==> config.mk <==
export PLATFORM = sky130hd
export DESIGN_NAME = trap_sequencer
export DESIGN_NICKNAME = d
export VERILOG_FILES = /design/src/rtl/trap_sequencer.sv
export SDC_FILE = /design/constraint.sdc
export NUM_CORES = 1
export LEC_CHECK = 0
export CORE_MARGIN = 8
export CORE_UTILIZATION = 35
export DETAILED_ROUTE_END_ITERATION = 16
export PLACE_DENSITY_LB_ADDON = 0.08
export SLEW_MARGIN = 25
export SYNTH_ARGS = -nofsm -noshare
export SYNTH_HDL_FRONTEND = slang
export SYNTH_SLANG_ARGS = --single-unit
==> constraint.sdc <==
create_clock -name clk -period 4.5 [get_ports clk]
set_clock_uncertainty 0.2 [all_clocks]
set_input_delay 0.9 -clock clk [delete_from_list [all_inputs] [get_ports clk]]
set_output_delay 0.9 -clock clk [all_outputs]
set_load 0.02 [all_outputs]
==> src/rtl/trap_sequencer.sv <==
// -----------------------------------------------------------------------------
// trap_sequencer
//   Sequences the MegaMapper I/O-trap datapath on the Nabu. Watches Z80 opcode
//   fetches, drives the opcode-capture/readback/control-write strobes of the
//   register file, raises a timed NMI when a trapped I/O opcode executes while
//   trapping is armed, and holds the trap pending until the handler acks it.
//
// Ports
//   clk            in   1  system clock, rising edge
//   reset_n        in   1  asynchronous active-low reset
//   m1_n..wr_n     in   1  Z80 bus controls (asynchronous to clk)
//   addr_lo        in   8  Z80 A[7:0] (asynchronous)
//   data_in        in   8  Z80 D[7:0] (asynchronous)
//   trap_en        in   1  trapping armed (control register bit, clk domain)
//   record_isr_en  out  1  comb: opcode fetch in progress
//   read_isr_en    out  1  comb: opcode readback port access while awaiting ack
//   write_ctrl_en  out  1  comb: control port access
//   nmi_n          out  1  registered NMI to Z80, active low
//   trap_pending   out  1  registered, high in NMI and WAIT_ACK
//   trap_opcode    out  8  registered opcode of the last trap
//   trap_count     out  8  registered trap count, saturating at 8'hFF
//   state_dbg      out  2  current FSM state (0 IDLE, 1 ED_SEEN, 2 NMI, 3 WAIT_ACK)
//
// Handshake note: there is no valid/ready pair here. Bus events are sampled
// through a 2-flop synchroniser, so every bus-driven decision happens 2 clk
// after the bus edge; the trap acknowledge is an edge-qualified pulse taken
// once per I/O write cycle.
// -----------------------------------------------------------------------------
module trap_sequencer #(
    parameter logic [7:0] BASE_PORT  = 8'h40,
    parameter int         NMI_CYCLES = 8
) (
    input  logic       clk,
    input  logic       reset_n,
    input  logic       m1_n,
    input  logic       mreq_n,
    input  logic       iorq_n,
    input  logic       rd_n,
    input  logic       wr_n,
    input  logic [7:0] addr_lo,
    input  logic [7:0] data_in,
    input  logic       trap_en,
    output logic       record_isr_en,
    output logic       read_isr_en,
    output logic       write_ctrl_en,
    output logic       nmi_n,
    output logic       trap_pending,
    output logic [7:0] trap_opcode,
    output logic [7:0] trap_count,
    output logic [1:0] state_dbg
);

    typedef enum logic [1:0] {
        S_IDLE     = 2'd0,
        S_ED_SEEN  = 2'd1,
        S_NMI      = 2'd2,
        S_WAIT_ACK = 2'd3
    } state_t;

    localparam logic [7:0] PORT_OPC = BASE_PORT + 8'd1;
    localparam logic [7:0] PORT_ACK = BASE_PORT + 8'd2;
    localparam logic [7:0] NMI_LOAD = 8'(NMI_CYCLES);

    // Synchroniser: control bits packed {m1, mreq, iorq, rd, wr}, idle high.
    logic [4:0] ctl_s1, ctl_s2;
    logic [7:0] addr_s1, addr_s2;
    logic [7:0] data_s1, data_s2;
    logic       m1_q, iorq_q, ack_q;
    logic [7:0] shadow;

    logic m1_s, mreq_s, iorq_s, rd_s, wr_s;
    assign {m1_s, mreq_s, iorq_s, rd_s, wr_s} = ctl_s2;

    state_t     state, state_nxt;
    logic [7:0] cnt, cnt_nxt;
    logic       nmi_nxt, pending_nxt;
    logic [7:0] opcode_nxt, count_nxt;

    logic fetch_end, ack_cond, ack, is_direct, is_ed_class, enter_nmi;

    // Combinational strobes follow the raw bus, even while in reset.
    assign record_isr_en = !m1_n && !mreq_n;
    assign write_ctrl_en = !iorq_n && (addr_lo == BASE_PORT);
    assign read_isr_en   = !iorq_n && (addr_lo == PORT_OPC) && (state == S_WAIT_ACK);
    assign state_dbg     = state;

    // M1 rising while IORQ stayed high ends an opcode fetch; M1 together with
    // IORQ is an interrupt acknowledge and never counts as a fetch.
    assign fetch_end = m1_s && !m1_q && iorq_q;
    assign ack_cond  = !iorq_s && !wr_s && (addr_s2 == PORT_ACK);
    assign ack       = ack_cond && !ack_q;

    // OUT (n),A / IN A,(n), and the ED-prefixed IN r,(C) / OUT (C),r family.
    assign is_direct   = (shadow == 8'hD3) || (shadow == 8'hDB);
    assign is_ed_class = (shadow[7:6] == 2'b01) && (shadow[2:1] == 2'b00);

    // Synchroniser, edge detectors and opcode shadow.
    always_ff @(posedge clk or negedge reset_n) begin
        if (!reset_n) begin
            ctl_s1  <= 5'b11111;
            ctl_s2  <= 5'b11111;
            addr_s1 <= 8'h00;
            addr_s2 <= 8'h00;
            data_s1 <= 8'h00;
            data_s2 <= 8'h00;
            m1_q    <= 1'b1;
            iorq_q  <= 1'b1;
            ack_q   <= 1'b0;
            shadow  <= 8'h00;
        end else begin
            ctl_s1  <= {m1_n, mreq_n, iorq_n, rd_n, wr_n};
            ctl_s2  <= ctl_s1;
            addr_s1 <= addr_lo;
            addr_s2 <= addr_s1;
            data_s1 <= data_in;
            data_s2 <= data_s1;
            m1_q    <= m1_s;
            iorq_q  <= iorq_s;
            ack_q   <= ack_cond;
            if (!m1_s && !mreq_s && !rd_s) begin
                shadow <= data_s2;
            end
        end
    end

    // State register and registered outputs.
    always_ff @(posedge clk or negedge reset_n) begin
        if (!reset_n) begin
            state        <= S_IDLE;
            cnt          <= 8'h00;
            nmi_n        <= 1'b1;
            trap_pending <= 1'b0;
            trap_opcode  <= 8'h00;
            trap_count   <= 8'h00;
        end else begin
            state        <= state_nxt;
            cnt          <= cnt_nxt;
            nmi_n        <= nmi_nxt;
            trap_pending <= pending_nxt;
            trap_opcode  <= opcode_nxt;
            trap_count   <= count_nxt;
        end
    end

    // Next-state logic.
    always_comb begin
        state_nxt = state;
        case (state)
            S_IDLE: begin
                if (fetch_end && trap_en) begin
                    if (is_direct) begin
                        state_nxt = S_NMI;
                    end else if (shadow == 8'hED) begin
                        state_nxt = S_ED_SEEN;
                    end
                end
            end
            S_ED_SEEN: begin
                if (!trap_en) begin
                    state_nxt = S_IDLE;
                end else if (fetch_end) begin
                    state_nxt = is_ed_class ? S_NMI : S_IDLE;
                end
            end
            S_NMI: begin
                // Acks are ignored here; only the pulse timer or disarm leaves.
                if (!trap_en) begin
                    state_nxt = S_IDLE;
                end else if (cnt <= 8'd1) begin
                    state_nxt = S_WAIT_ACK;
                end
            end
            S_WAIT_ACK: begin
                // Handler fetches are ignored; only ack or disarm leaves.
                if (!trap_en || ack) begin
                    state_nxt = S_IDLE;
                end
            end
            default: state_nxt = S_IDLE;
        endcase
    end

    // Output / datapath next values.
    always_comb begin
        enter_nmi   = (state_nxt == S_NMI) && (state != S_NMI);
        nmi_nxt     = (state_nxt != S_NMI);
        pending_nxt = (state_nxt == S_NMI) || (state_nxt == S_WAIT_ACK);
        opcode_nxt  = trap_opcode;
        count_nxt   = trap_count;
        cnt_nxt     = cnt;
        if (enter_nmi) begin
            opcode_nxt = shadow;
            cnt_nxt    = NMI_LOAD;
            if (trap_count != 8'hFF) begin
                count_nxt = trap_count + 8'd1;
            end
        end else if (state == S_NMI) begin
            cnt_nxt = (state_nxt == S_NMI) ? (cnt - 8'd1) : 8'h00;
        end
    end

endmodule

# --- After elaboration in Yosys (flattened, before gate mapping) ---
# Index checks and enable logic that the tools add are counted.
totals:
  latchBits: 0
  in_bits: 24
  word_cells: 79
  mem_bits_rw: 0
  mem_count: 0
  rom_bits: 0
  register_bits: 81
  output_inout_bits: 23
classes:
  addsub: 2
  mul: 0
  div_mod_pow: 0
  magnitude_cmp: 1
  bitwise: 0
  shifts: 0
  n_reduce_logical: 32
  n_eq_ne: 15
  muxes: 13
ops:
  columns: ["operator", "count"]
  rows:
  - ["8-bit by 7-bit equality test with 1-bit output (second input constant)", 3]
  - ["8-bit equality test (second input constant)", 3]
  - ["8-bit 2-to-1 mux", 3]
  - ["2-bit 2-to-1 mux", 9]
  - ["1-bit logical AND", 14]
  - ["1-bit logical NOT", 11]
  - ["8-bit by 1-bit adder with 8-bit output (second input constant)", 1]
  - ["2-bit equality test (second input constant)", 4]
  - ["8-bit by 1-bit less-or-equal comparator with 1-bit output (second input constant)", 1]
  - ["8-bit != test (second input constant)", 1]
  - ["2-bit one-hot mux with 4 select lines", 1]
  - ["8-bit by 1-bit subtractor with 8-bit output (second input constant)", 1]
  - ["2-bit by 1-bit equality test with 1-bit output (second input constant)", 2]
  - ["2-bit logical NOT", 2]
  - ["2-bit != test (second input constant)", 2]
  - ["1-bit logical OR", 3]
  - ["2-bit AND reduction", 1]
  - ["2-bit nonzero test", 1]

# --- Depth between registers and ports, before layout ---
depth:
  ltp_word: 11
  ltp_mapped: 9
  mapped_depth_nobuf: 8

# --- Least setup slack after synthesis ---
# No wires, ideal clock.
synth_path:
  path_type: "input-to-output"
  start: "input addr_lo[4]"
  end: "output read_isr_en"
  path_stages: 3
  setup_slack_ns: 1.831
  n_path_buf: 0
  required_ns: 3.400
  t_arrival_ns: 1.569
  cell_sequence: "nor4b_1 > nand2_1 > nor2_1"
synth_via:
  elab_chain_len: 3
synth_lines:
  columns: ["item", "line", "rtl"]
  rows:
  - ["start: declaration", "40", "input logic [7:0] addr_lo,"]
  - ["8-bit by 7-bit equality test with 1-bit output", "84", "assign read_isr_en = !iorq_n && (addr_lo == PORT_OPC) && (state == S_WAIT_ACK);"]
  - ["1-bit logical AND (2 in series)", "84", null]
  - ["end: declaration", "44", "output logic read_isr_en,"]
# Every way passes these cells.

# --- Final worst setup path ---
# Ends and elaborated chain as after synthesis.

==> metrics.md <==
| Metric | Value |
|---|---|
| Status | finished clean |
| FF+latch count, synth | 81 |
| CP max-delay cell | clkdlybuf4s50_1 |
| DIE AREA | 11900 sq um |
| CTS Sinks | approximately 80 |
| CTS Buf Count | 9 |
| I/O pin cnt | 47 |
| Hold Crit Class | flop to flop |
| Count of final setup violators | 0 |
| CP Capture Type | output port |
| Worst VDD drop | around 160 uV |
| CTS tree | done |
| Post-Syn Area | roughly 3000 sq um |
| Pre-antenna DRT Iters | 4 |
| Largest net degree at the start of global routing | between 80 and 90 |
| Worst-Margin Slew | approximately 0.71 ns |
| Critical path type | input port to output port |
| Initial drt markers | 50 |
| Root Driver | clkbuf_8 |
| Longest Clk Path Bufs | 2 |
| Worst EP arrival | between 2 and 3 ns |
| Crit path cell chain | clkdlybuf4s50_1, nor4b_1, nand2_1, nor2_1, clkdlybuf4s50_1 |
| Synth Area per Inst | between 10 and 15 sq um |
| Die Ht | 109 um |
| First-pass GRT wire length | about 9000 um |
| Worst skew pair latency | 0.34 ns |
| # diodes | 0 |
| CP required | roughly 3.4 ns |
| DRC Markers | 0 |
| Routed wire per std cell | 14.2 um |
| Min Tclk post-route | 3.64 ns |
| Total power | between 1 and 1.5 mW |
| Crit-path most repeated cell | clkdlybuf4s50_1 |
| Worst Path Buf+Inv | 2 |
| IO buf count | 46 |
| Aggregate negative setup slack | 0 ns |
| Clock transition at path regs | around 0.08 ns |
| Final Hold Vio Count | 0 |
| Postcts setup bufs | 0 |
| Netlist cell types | 56 |
| DR WL met2 | between 2000 and 3000 um |
| Die width | 109 um |
| # rows | 34 |
| Async S/R FF share, synth | 100% |
| WL met3 | between 150 and 200 um |
| Met1 Wirelength | 2440 um |
| Max-Slew Margin vs Limit | 52.5% |
| Post-synthesis sequential area ratio | 67.7% |
| Mapped Cells | 210 |
| Resize count post-CTS | 0 |
| Power per cell area | 372 nW/um^2 |
| Startpoint types | input port |
| Cell class contributing the biggest share of worst-path delay | buffers and inverters |
| Hold-fix buffers, CTS | 0 |
| Antenna-violating nets left | 0 |
| Initial antenna violation count | 0 |
| Dpl hpwl | about 3600 um |
| Fin. max-slew vios | 0 |
| Vias per cell | between 4 and 5 |
| CP max FO | 2 |
| Final design utilization | about 44% |
| Number of global-route vias before repair | between 1500 and 2000 |
| Routed vias | roughly 1800 |
| Final Net Count | just under 300 |
| Post-synth top flop | dfrtp_1 |
| Max frequency | approximately 280 MHz |
| Post-synthesis net count | 237 |
| Leak | 1.62 nW |
| Initial Utilization | 35.3% |
| Fraction of layout cells with a size suffix above 1 | a little under a quarter |
| Area Growth Syn to Fin | 24.9% |
| Remaining Overflow, GRT | 0 |
| Synth warnings | 0 |
| Final worst-path cycle share | 80.8% |
| Gpl congestion | roughly 0.75 |
| Post-synth EDFFs | 0 |
| Top Metal Used | met4 |
| MaxCap Viol Count | 0 |
| Critical Path Max Stage Delay | 0.61 ns |
| RSZ-0062 raised after global routing | no |
| H-Tree Depth | 3 |
| GRT Overall Usage | around a tenth |
| Core ar. | 8550 sq um |
| WL final | about 5300 um |
==> cell usage after synthesis, types with 2 or more instances <==
master,n,area [sq um]
dfrtp_1,68,1700
mux2_2,15,169
nand2_1,15,56.3
dfstp_2,13,342
nand3_1,7,35.0
nor2_1,6,22.5
inv_1,5,18.8
nor3_1,4,20.0
xnor2_1,4,35.0
xor2_1,4,35.0
a21o_1,3,22.5
a21oi_1,3,15.0
and3_1,3,18.8
ha_1,3,37.5
nand2b_1,3,18.8
nor4_2,3,37.5
o21ai_0,3,15.0
a222oi_1,2,20.0
and2_1,2,12.5
buf_6,2,22.5
nand4b_1,2,17.5
nor4_1,2,12.5
nor4b_1,2,17.5
o211ai_1,2,15.0
or3_1,2,12.5
or4_4,2,22.5
==> sequential cells by signal, summed over array words and instances, names as in the netlist, 8 cells and up <==
name and cells:
addr_s1 8, addr_s2 8, cnt 8, data_s1 8
data_s2 8, shadow 8, trap_count 8, trap_opcode 8
==> cell usage in the layout (no fill, tap or decap), types with 2 or more instances in the layout <==
master,netlist,final
clkbuf_8,1,10
dfrtp_1,68,68
or3_1,2,2
nand2b_1,3,3
and3_1,3,3
mux2_2,15,15
a222oi_1,2,2
clkinvlp_4,0,2
o211ai_1,2,2
a21oi_1,3,3
nor4_1,2,2
nor3_1,4,3
nand2_1,15,15
inv_1,5,5
nor3_2,1,2
clkdlybuf4s50_1,0,45
dfstp_2,13,13
inv_6,0,2
o21ai_0,3,3
nand3_1,7,7
nand4b_1,2,2
a21o_1,3,3
xnor2_1,4,4
nor4b_1,2,2
nor4_2,3,3
or4_4,2,2
ha_1,3,3
nor2_1,6,6
and2_1,2,2
xor2_1,4,4
==> path summary, 6_finish.rpt <==
kind | cells past startpoint | endpoint | slack, ns | from
min in group asynchronous | 1 | trap_opcode[2]$_DFFE_PN0P_ | 0.37 | reset_n
max reg2reg | 6 | cnt[2]$_DFFE_PN0P_ | 1.83 | ctl_s2[0]$_DFF_PN1_
max in group asynchronous | 1 | addr_s2[6]$_DFF_PN0_ | 3.23 | reset_n
min reg2reg | 0 | addr_s2[0]$_DFF_PN0_ | 0.15 | addr_s1[0]$_DFF_PN0_
min | 0 | addr_s2[0]$_DFF_PN0_ | 0.15 | addr_s1[0]$_DFF_PN0_
max | 5 | read_isr_en | 0.86 | addr_lo[4]
==> layout make-up <==
cell class                 count  area [sq um]
fill                         779          4780
sequential                    81          2040
multi-input combinational    119           910
timing repair buffer          46           462
clock buffer                  11           141
tap                          108           135
clock inverter                 5          62.6
inverter                       5          18.8
==> power by group <==
part / leakage, nW / internal, mW / switching (mW)
Combinational: 0.538 / 0.0431 / 0.0337
Clock: 0.0966 / 0.276 / 0.260
Sequential: 0.990 / 0.768 / 0.0218
==> stage by stage <==
step	setup WS, ns	instance area, sq um	hold slack (ns)	cells
after floorplan	1.83	3020	0.131	210
after global placement	0.796	3560	0.132	359
after detailed placement	0.829	3560	0.135	359
after CTS	0.814	3770	0.152	375
after global routing	0.749	3770	0.159	375
final	0.865	3770	0.151	375
==> kinds of logic after synthesis <==
logic type	Yosys count	share of synthesized area [%]
flops	81	67.7
simple gates	69	14.6
compound gates	24	6.22
mux	15	5.59
buf+inv	10	2.36
xor+xnor	8	2.32
fa+ha+maj	3	1.24
==> per-layer routing <==
layer | global-route usage [%] | vias to the layer above
met4 | 6.16 | 0
met5 | 0 | -
met3 | 2.42 | 7
li1 | - | 847
met1 | 11.8 | 885
met2 | 15.3 | 31
(Power assumes the default switching activity.)
